$ cat config.mk
export PLATFORM = sky130hd
export DESIGN_NAME = arb_seq_ctrl_flat
export DESIGN_NICKNAME = d
export VERILOG_FILES = /design/src/rtl/arb_seq_ctrl_pkg.sv /design/src/rtl/arb_seq_ctrl_if.sv /design/src/rtl/arb_seq_rom.sv /design/src/rtl/arb_seq_ctrl.sv /design/src/flat_wrapper.sv
export SDC_FILE = /design/constraint.sdc
export NUM_CORES = 1
export LEC_CHECK = 0
export ABC_CLOCK_PERIOD_IN_PS = 4700
export CORE_ASPECT_RATIO = 2
export CORE_UTILIZATION = 58
export DETAILED_ROUTE_END_ITERATION = 6
export PLACE_DENSITY_LB_ADDON = 0.1
export SLEW_MARGIN = 20
export SYNTH_ARGS = -nofsm -noshare
export SYNTH_HDL_FRONTEND = slang
export SYNTH_SLANG_ARGS = --single-unit
$ cat constraint.sdc
create_clock -name C -period 4.7 [get_ports C]
set_input_delay 1.175 -clock C [delete_from_list [all_inputs] [get_ports C]]
set_output_delay 1.175 -clock C [all_outputs]
set_load 0.02 [all_outputs]
$ cat src/rtl/arb_seq_ctrl_pkg.sv
// Shared types and constants for the arbitrary-sequence run-control block.
// Holds both fixed count sequences and the run-control state encoding.
package arb_seq_ctrl_pkg;

  localparam int unsigned SEQ_LEN = 10;
  localparam int unsigned W       = 4;
  localparam int unsigned IW      = 4;
  localparam int unsigned PW      = 4;

  typedef enum logic [1:0] {
    IDLE  = 2'd0,
    RUN   = 2'd1,
    PAUSE = 2'd2,
    DONE  = 2'd3
  } state_t;

  localparam logic [W-1:0] SEQ_PRI [SEQ_LEN] = '{
    W'(4), W'(11), W'(2), W'(0), W'(4), W'(2), W'(10), W'(3), W'(15), W'(1)
  };

  localparam logic [W-1:0] SEQ_ALT [SEQ_LEN] = '{
    W'(0), W'(11), W'(6), W'(5), W'(4), W'(2), W'(10), W'(3), W'(15), W'(1)
  };

  // Out-of-range indices read as zero so the lookup stays fully defined.
  function automatic logic [W-1:0] seq_val(input logic sel, input logic [IW-1:0] i);
    logic [W-1:0] v;
    v = '0;
    if (i < IW'(SEQ_LEN)) begin
      v = sel ? SEQ_ALT[i] : SEQ_PRI[i];
    end
    return v;
  endfunction

endpackage

$ cat src/rtl/arb_seq_ctrl_if.sv
// Control and status bundle between the top-level controller and the sequencer.
interface arb_seq_ctrl_if;
  import arb_seq_ctrl_pkg::*;

  logic          start;
  logic          stop;
  logic          pause;
  logic          mode;
  logic [PW-1:0] loops;
  logic [W-1:0]  Q;
  logic          run;
  logic          paused;
  logic          done;
  logic          wrap;
  logic [IW-1:0] idx;

  modport master (
    output start, stop, pause, mode, loops,
    input  Q, run, paused, done, wrap, idx
  );

  modport slave (
    input  start, stop, pause, mode, loops,
    output Q, run, paused, done, wrap, idx
  );

endinterface

$ cat src/rtl/arb_seq_rom.sv
// Combinational (mode, index) -> sequence value lookup.
module arb_seq_rom import arb_seq_ctrl_pkg::*; (
  input  logic          mode,
  input  logic [IW-1:0] idx,
  output logic [W-1:0]  val_c
);

  always_comb val_c = seq_val(mode, idx);

endmodule

$ cat src/rtl/arb_seq_ctrl.sv
// Run-control sequencer: steps a 4-bit count through one of two fixed
// 10-entry sequences with start/stop/pause, pass limit, wrap pulse and done.
module arb_seq_ctrl import arb_seq_ctrl_pkg::*; (
  input logic          C,
  input logic          R,
  arb_seq_ctrl_if.slave bus
);

  state_t        state_q, state_d;
  logic [IW-1:0] idx_q, idx_d;
  logic [W-1:0]  q_q, q_d;
  logic [PW-1:0] pass_q, pass_d, pass_inc;
  logic [PW-1:0] loops_q, loops_d;
  logic          mode_q, mode_d;
  logic          wrap_q, wrap_d;

  logic          rom_mode;
  logic [IW-1:0] rom_idx;
  logic [W-1:0]  rom_val;
  logic          at_end;
  logic          advance;
  logic          limit_hit;

  // A single lookup serves both the in-pass step and every reload to entry 0.
  arb_seq_rom u_rom (
    .mode  (rom_mode),
    .idx   (rom_idx),
    .val_c (rom_val)
  );

  always_comb begin
    at_end    = (idx_q == IW'(SEQ_LEN - 1));
    advance   = (state_q == RUN) && !bus.stop && !bus.start && !bus.pause;
    pass_inc  = pass_q + PW'(1);
    limit_hit = (loops_q != '0) && (pass_inc == loops_q);
    rom_mode  = bus.mode;
    rom_idx   = '0;
    if (advance && !at_end) begin
      rom_mode = mode_q;
      rom_idx  = idx_q + IW'(1);
    end
  end

  always_ff @(posedge C or posedge R) begin
    if (R) begin
      state_q <= IDLE;
      idx_q   <= '0;
      q_q     <= SEQ_PRI[0];
      pass_q  <= '0;
      loops_q <= '0;
      mode_q  <= 1'b0;
      wrap_q  <= 1'b0;
    end else begin
      state_q <= state_d;
      idx_q   <= idx_d;
      q_q     <= q_d;
      pass_q  <= pass_d;
      loops_q <= loops_d;
      mode_q  <= mode_d;
      wrap_q  <= wrap_d;
    end
  end

  // Next-state and datapath update; command priority is stop > start > pause.
  always_comb begin
    state_d = state_q;
    idx_d   = idx_q;
    q_d     = q_q;
    pass_d  = pass_q;
    loops_d = loops_q;
    mode_d  = mode_q;
    wrap_d  = 1'b0;

    if (bus.stop) begin
      state_d = IDLE;
      idx_d   = '0;
      mode_d  = bus.mode;
      q_d     = rom_val;
    end else begin
      case (state_q)
        IDLE: begin
          idx_d  = '0;
          mode_d = bus.mode;
          q_d    = rom_val;
          if (bus.start) begin
            state_d = RUN;
            pass_d  = '0;
            loops_d = bus.loops;
          end
        end

        RUN: begin
          if (bus.start) begin
            idx_d   = '0;
            pass_d  = '0;
            mode_d  = bus.mode;
            loops_d = bus.loops;
            q_d     = rom_val;
          end else if (bus.pause) begin
            state_d = PAUSE;
          end else if (!at_end) begin
            idx_d = idx_q + IW'(1);
            q_d   = rom_val;
          end else begin
            wrap_d = 1'b1;
            pass_d = pass_inc;
            if (limit_hit) begin
              state_d = DONE;
            end else begin
              idx_d  = '0;
              mode_d = bus.mode;
              q_d    = rom_val;
            end
          end
        end

        PAUSE: begin
          if (bus.start) begin
            state_d = RUN;
            idx_d   = '0;
            pass_d  = '0;
            mode_d  = bus.mode;
            loops_d = bus.loops;
            q_d     = rom_val;
          end else if (!bus.pause) begin
            state_d = RUN;
          end
        end

        DONE: begin
          if (bus.start) begin
            state_d = RUN;
            idx_d   = '0;
            pass_d  = '0;
            mode_d  = bus.mode;
            loops_d = bus.loops;
            q_d     = rom_val;
          end
        end

        default: begin
          state_d = IDLE;
        end
      endcase
    end
  end

  assign bus.Q      = q_q;
  assign bus.idx    = idx_q;
  assign bus.wrap   = wrap_q;
  assign bus.run    = (state_q == RUN);
  assign bus.paused = (state_q == PAUSE);
  assign bus.done   = (state_q == DONE);

endmodule
$ cat src/flat_wrapper.sv
// flat-port wrapper written by rule: the top's interface ports become plain ports
module arb_seq_ctrl_flat import arb_seq_ctrl_pkg::*;
  (C, R, bus_start, bus_stop, bus_pause, bus_mode, bus_loops, bus_Q, bus_run, bus_paused, bus_done, bus_wrap, bus_idx);
  arb_seq_ctrl_if bus_i ();
  input logic C;
  input logic R;
  input wire logic [$bits(bus_i.start)-1:0] bus_start;
  input wire logic [$bits(bus_i.stop)-1:0] bus_stop;
  input wire logic [$bits(bus_i.pause)-1:0] bus_pause;
  input wire logic [$bits(bus_i.mode)-1:0] bus_mode;
  input wire logic [$bits(bus_i.loops)-1:0] bus_loops;
  output wire logic [$bits(bus_i.Q)-1:0] bus_Q;
  output wire logic [$bits(bus_i.run)-1:0] bus_run;
  output wire logic [$bits(bus_i.paused)-1:0] bus_paused;
  output wire logic [$bits(bus_i.done)-1:0] bus_done;
  output wire logic [$bits(bus_i.wrap)-1:0] bus_wrap;
  output wire logic [$bits(bus_i.idx)-1:0] bus_idx;
  assign bus_i.start = bus_start;
  assign bus_i.stop = bus_stop;
  assign bus_i.pause = bus_pause;
  assign bus_i.mode = bus_mode;
  assign bus_i.loops = bus_loops;
  assign bus_Q = bus_i.Q;
  assign bus_run = bus_i.run;
  assign bus_paused = bus_i.paused;
  assign bus_done = bus_i.done;
  assign bus_wrap = bus_i.wrap;
  assign bus_idx = bus_i.idx;
  arb_seq_ctrl u_core (.C(C), .R(R), .bus(bus_i));
endmodule
==> results.json <==
{
  "netlist.area_leader.share": 0.304,
  "setup-tns-final_ps": 0,
  "yosysWarnings": 0,
  "drt_iter0_drc": 54,
  "final_cell_area_um2": 1840,
  "crit_fanout": 10,
  "worstSetupPathType": "input port to register",
  "grt.total_usage": 0.265,
  "cts_tree": "done",
  "end_kind": "register",
  "internal-power_uw": 400,
  "rsz0062_at_grt": "no",
  "synthToLayoutAreaGrowth_pct": 17.5,
  "die_area_um2": 2920,
  "synth_area_leader_cell": "dfrtp_1",
  "num_vias": 1283,
  "synthesis.nets": 189,
  "wire_per_inst_um": 16.1,
  "seqCellArea_um2": 502,
  "ir_drop_mv": 0.201,
  "min_path_type": "register to register",
  "rows": 26,
  "initial_core_util": 0.616,
  "core_area_um2": 2540,
  "clkSlewWorstSetupHoldPaths_ps": 80,
  "multi_input_area_um2": 987,
  "ys.flop_type": "dfrtp_1",
  "final_cell_mix": "nand2_1 (24), clkdlybuf4s50_1 (21), dfrtp_1 (19)",
  "async_flop_share": 1.00,
  "fin_nets": 208,
  "status": "completed",
  "final_common_cell": "nand2_1",
  "swShare": 0.326,
  "cts_made_buffers": 3,
  "setup-violations-final": 0,
  "ys_top_cells_by_area": "dfrtp_1 (30%), ha_1 (10%), nand2_1 (5.8%)",
  "synth_cells": 166,
  "cp_slowest_stage_delay_ps": 640,
  "syn_area_per_cell_um2": 9.41,
  "p_clk_frac": 0.295,
  "overflow": 0,
  "yosysUniqueCellTypes": 50,
  "grt_pass1_wl_um": 5420,
  "synth_edf_count": 0,
  "cts_resized": 0,
  "clock_path_buffers": 2,
  "final.min_clock_period_ps": 3510,
  "pwr-share-seq": 0.376,
  "placed_area_um2": 1760,
  "post-cts-setup-buffer-count": 0,
  "slowest_stage": "clkdlybuf4s50_1",
  "io_buffers": 21,
  "critical_path_arrival_ps": 3710,
  "power.switching_uw": 194,
  "hold_path_startpoint": "u_core.bus.Q[2]$_DFFE_PP1P_",
  "ios": 22,
  "ys_ff_latch": 20,
  "n_fill_cell": 207,
  "dieWidth_um": 38.7,
  "max_slew_margin": 0.476,
  "hold_viol_final": 0,
  "grt_max_degree": 21,
  "cap_violations": 0,
  "drive_gt1_frac": 0.136,
  "finClkSkew_ps": 3.22,
  "hpwlAfterDp_um": 2690,
  "antenna_found_initial": 0,
  "setup.worst_path.start": "bus_start",
  "die_y_um": 75.4,
  "worstSkewPairLatency_ps": 270,
  "power.leakage_nw": 0.785,
  "dr.pass1.iters": 4,
  "min_period_over_period": 0.747,
  "synth-seq-area-share": 0.321,
  "ctsHoldBuffers": 0,
  "worstMarginPinSlew_ps": 785,
  "report.final.slew_viol_count": 0,
  "place_congestion": 0.725,
  "wl_um": 3410,
  "powerDensity_nw_per_um2": 324,
  "worstPathRequired_ps": 4900,
  "grt_pass1_vias": 1229,
  "route.antenna.remaining_nets": 0,
  "drc": 0,
  "startpoint_type": "input port",
  "insertedDiodeCount": 0,
  "cts-root-buf": "clkbuf_8",
  "power_frac_comb": 0.329,
  "cts_max_level": 1,
  "via_per_inst": 6.05,
  "syn-cell-area_um2": 1560,
  "timing.fmax_mhz": 285,
  "r2r_start": "u_core.state_q[1]$_DFFE_PP0P_",
  "crit_chain": "clkdlybuf4s50_1 > nor2_8 > nand2_4 > nor3_1 > nand2b_1 > inv_1 > ha_1 > o211a_1 > o21ai_0 > a32o_1 > o21ai_1",
  "cts.sinks": 20
}
## worst paths after layout
| path | end | slack [ps] | cells past startpoint |
|---|---|---|---|
| worst max-delay path | u_core.bus.Q[0]$_DFFE_PP0P_ | 1190 | 11 |
| worst min-delay path | u_core.bus.Q[2]$_DFFE_PP1P_ | 480 | 2 |
| worst max register to register | u_core.bus.Q[0]$_DFFE_PP0P_ | 2030 | 11 |
| worst min register to register | u_core.bus.Q[2]$_DFFE_PP1P_ | 480 | 2 |
| max in group asynchronous | u_core.state_q[0]$_DFFE_PP0P_ | 2860 | 2 |
| min in group asynchronous | u_core.bus.Q[1]$_DFFE_PP0P_ | 1350 | 2 |
## synth_stat cells (all sizes together) (2+ instances only)
master,instances
xor2,3
xnor2,3
clkbuf,3
o41ai,5
mux2i,2
o21ai,15
nand2b,3
nor2b,2
a21oi,9
nor3,8
nand2,25
nor2,10
dfrtp,19
ha,13
and3,2
nand3b,2
buf,4
inv,8
mux2,6
nand3,8
## power groups by stage
stage | sequential [mW] | clock [mW] | combinational [mW]
floorplan | 0.224 | 0 | 0.145
global placement | 0.225 | 0 | 0.192
detailed placement | 0.227 | 0 | 0.197
CTS | 0.223 | 0.176 | 0.198
global route | 0.227 | 0.183 | 0.215
finish | 0.223 | 0.175 | 0.196
## layer usage
layer	GRT usage	vias to the layer above	part of all wire
met2	0.506	40	0.59
met3	0.0204	13	0.031
met5	0	-	0
met4	0.142	0	0.040
li1	-	627	-
met1	0.262	603	0.34
## sequential cells by signal, summed over array words and instances (netlist names)
| register | count |
|---|---|
| u_core.bus.idx | 4 |
| u_core.pass_q | 4 |
| u_core.bus.wrap | 1 |
| u_core.state_q | 2 |
| u_core.mode_q | 1 |
| u_core.loops_q | 4 |
| u_core.bus.Q | 4 |
## worst max-delay path: cells and delay by family
family | cells | cell delay, ps
compound gates | 4 | 590
fa+ha+maj | 1 | 160
buf+inv | 2 | 780
simple gates | 4 | 1000
## layout make-up
cell class                 instances  area share
multi-input combinational        131       0.538
sequential                        20       0.273
timing repair buffer              21       0.115
clock buffer                       3      0.0225
tap                               28      0.0191
clock inverter                     1      0.0164
inverter                           8      0.0164
## cell families (layout without fill, tap and decap cells)
logic type	Yosys count	count (layout)	share of synthesized area
buffers and inverters	15	33	0.0472
muxes	8	8	0.0608
AOI/OAI and AO/OA	38	38	0.175
DFF	20	20	0.321
and+or+nand+nor	65	65	0.233
adders and majority gates	13	13	0.104
xor gates and xnor gates	7	7	0.0584
## per-stage QoR
step | total power, mW | utilization | setup slack [ps] | std cells | hold slack, ps
2_1_floorplan | 0.369 | - | 1820 | 166 | 475
3_3_place_gp | 0.417 | 0.695 | 1120 | 208 | 464
3_5_place_dp | 0.424 | 0.695 | 967 | 208 | 471
4_1_cts | 0.597 | 0.723 | 1260 | 212 | 482
5_1_grt | 0.624 | 0.723 | 977 | 212 | 501
6_report | 0.594 | 0.723 | 1190 | 212 | 479
Power figures use the tool's default switching activity.
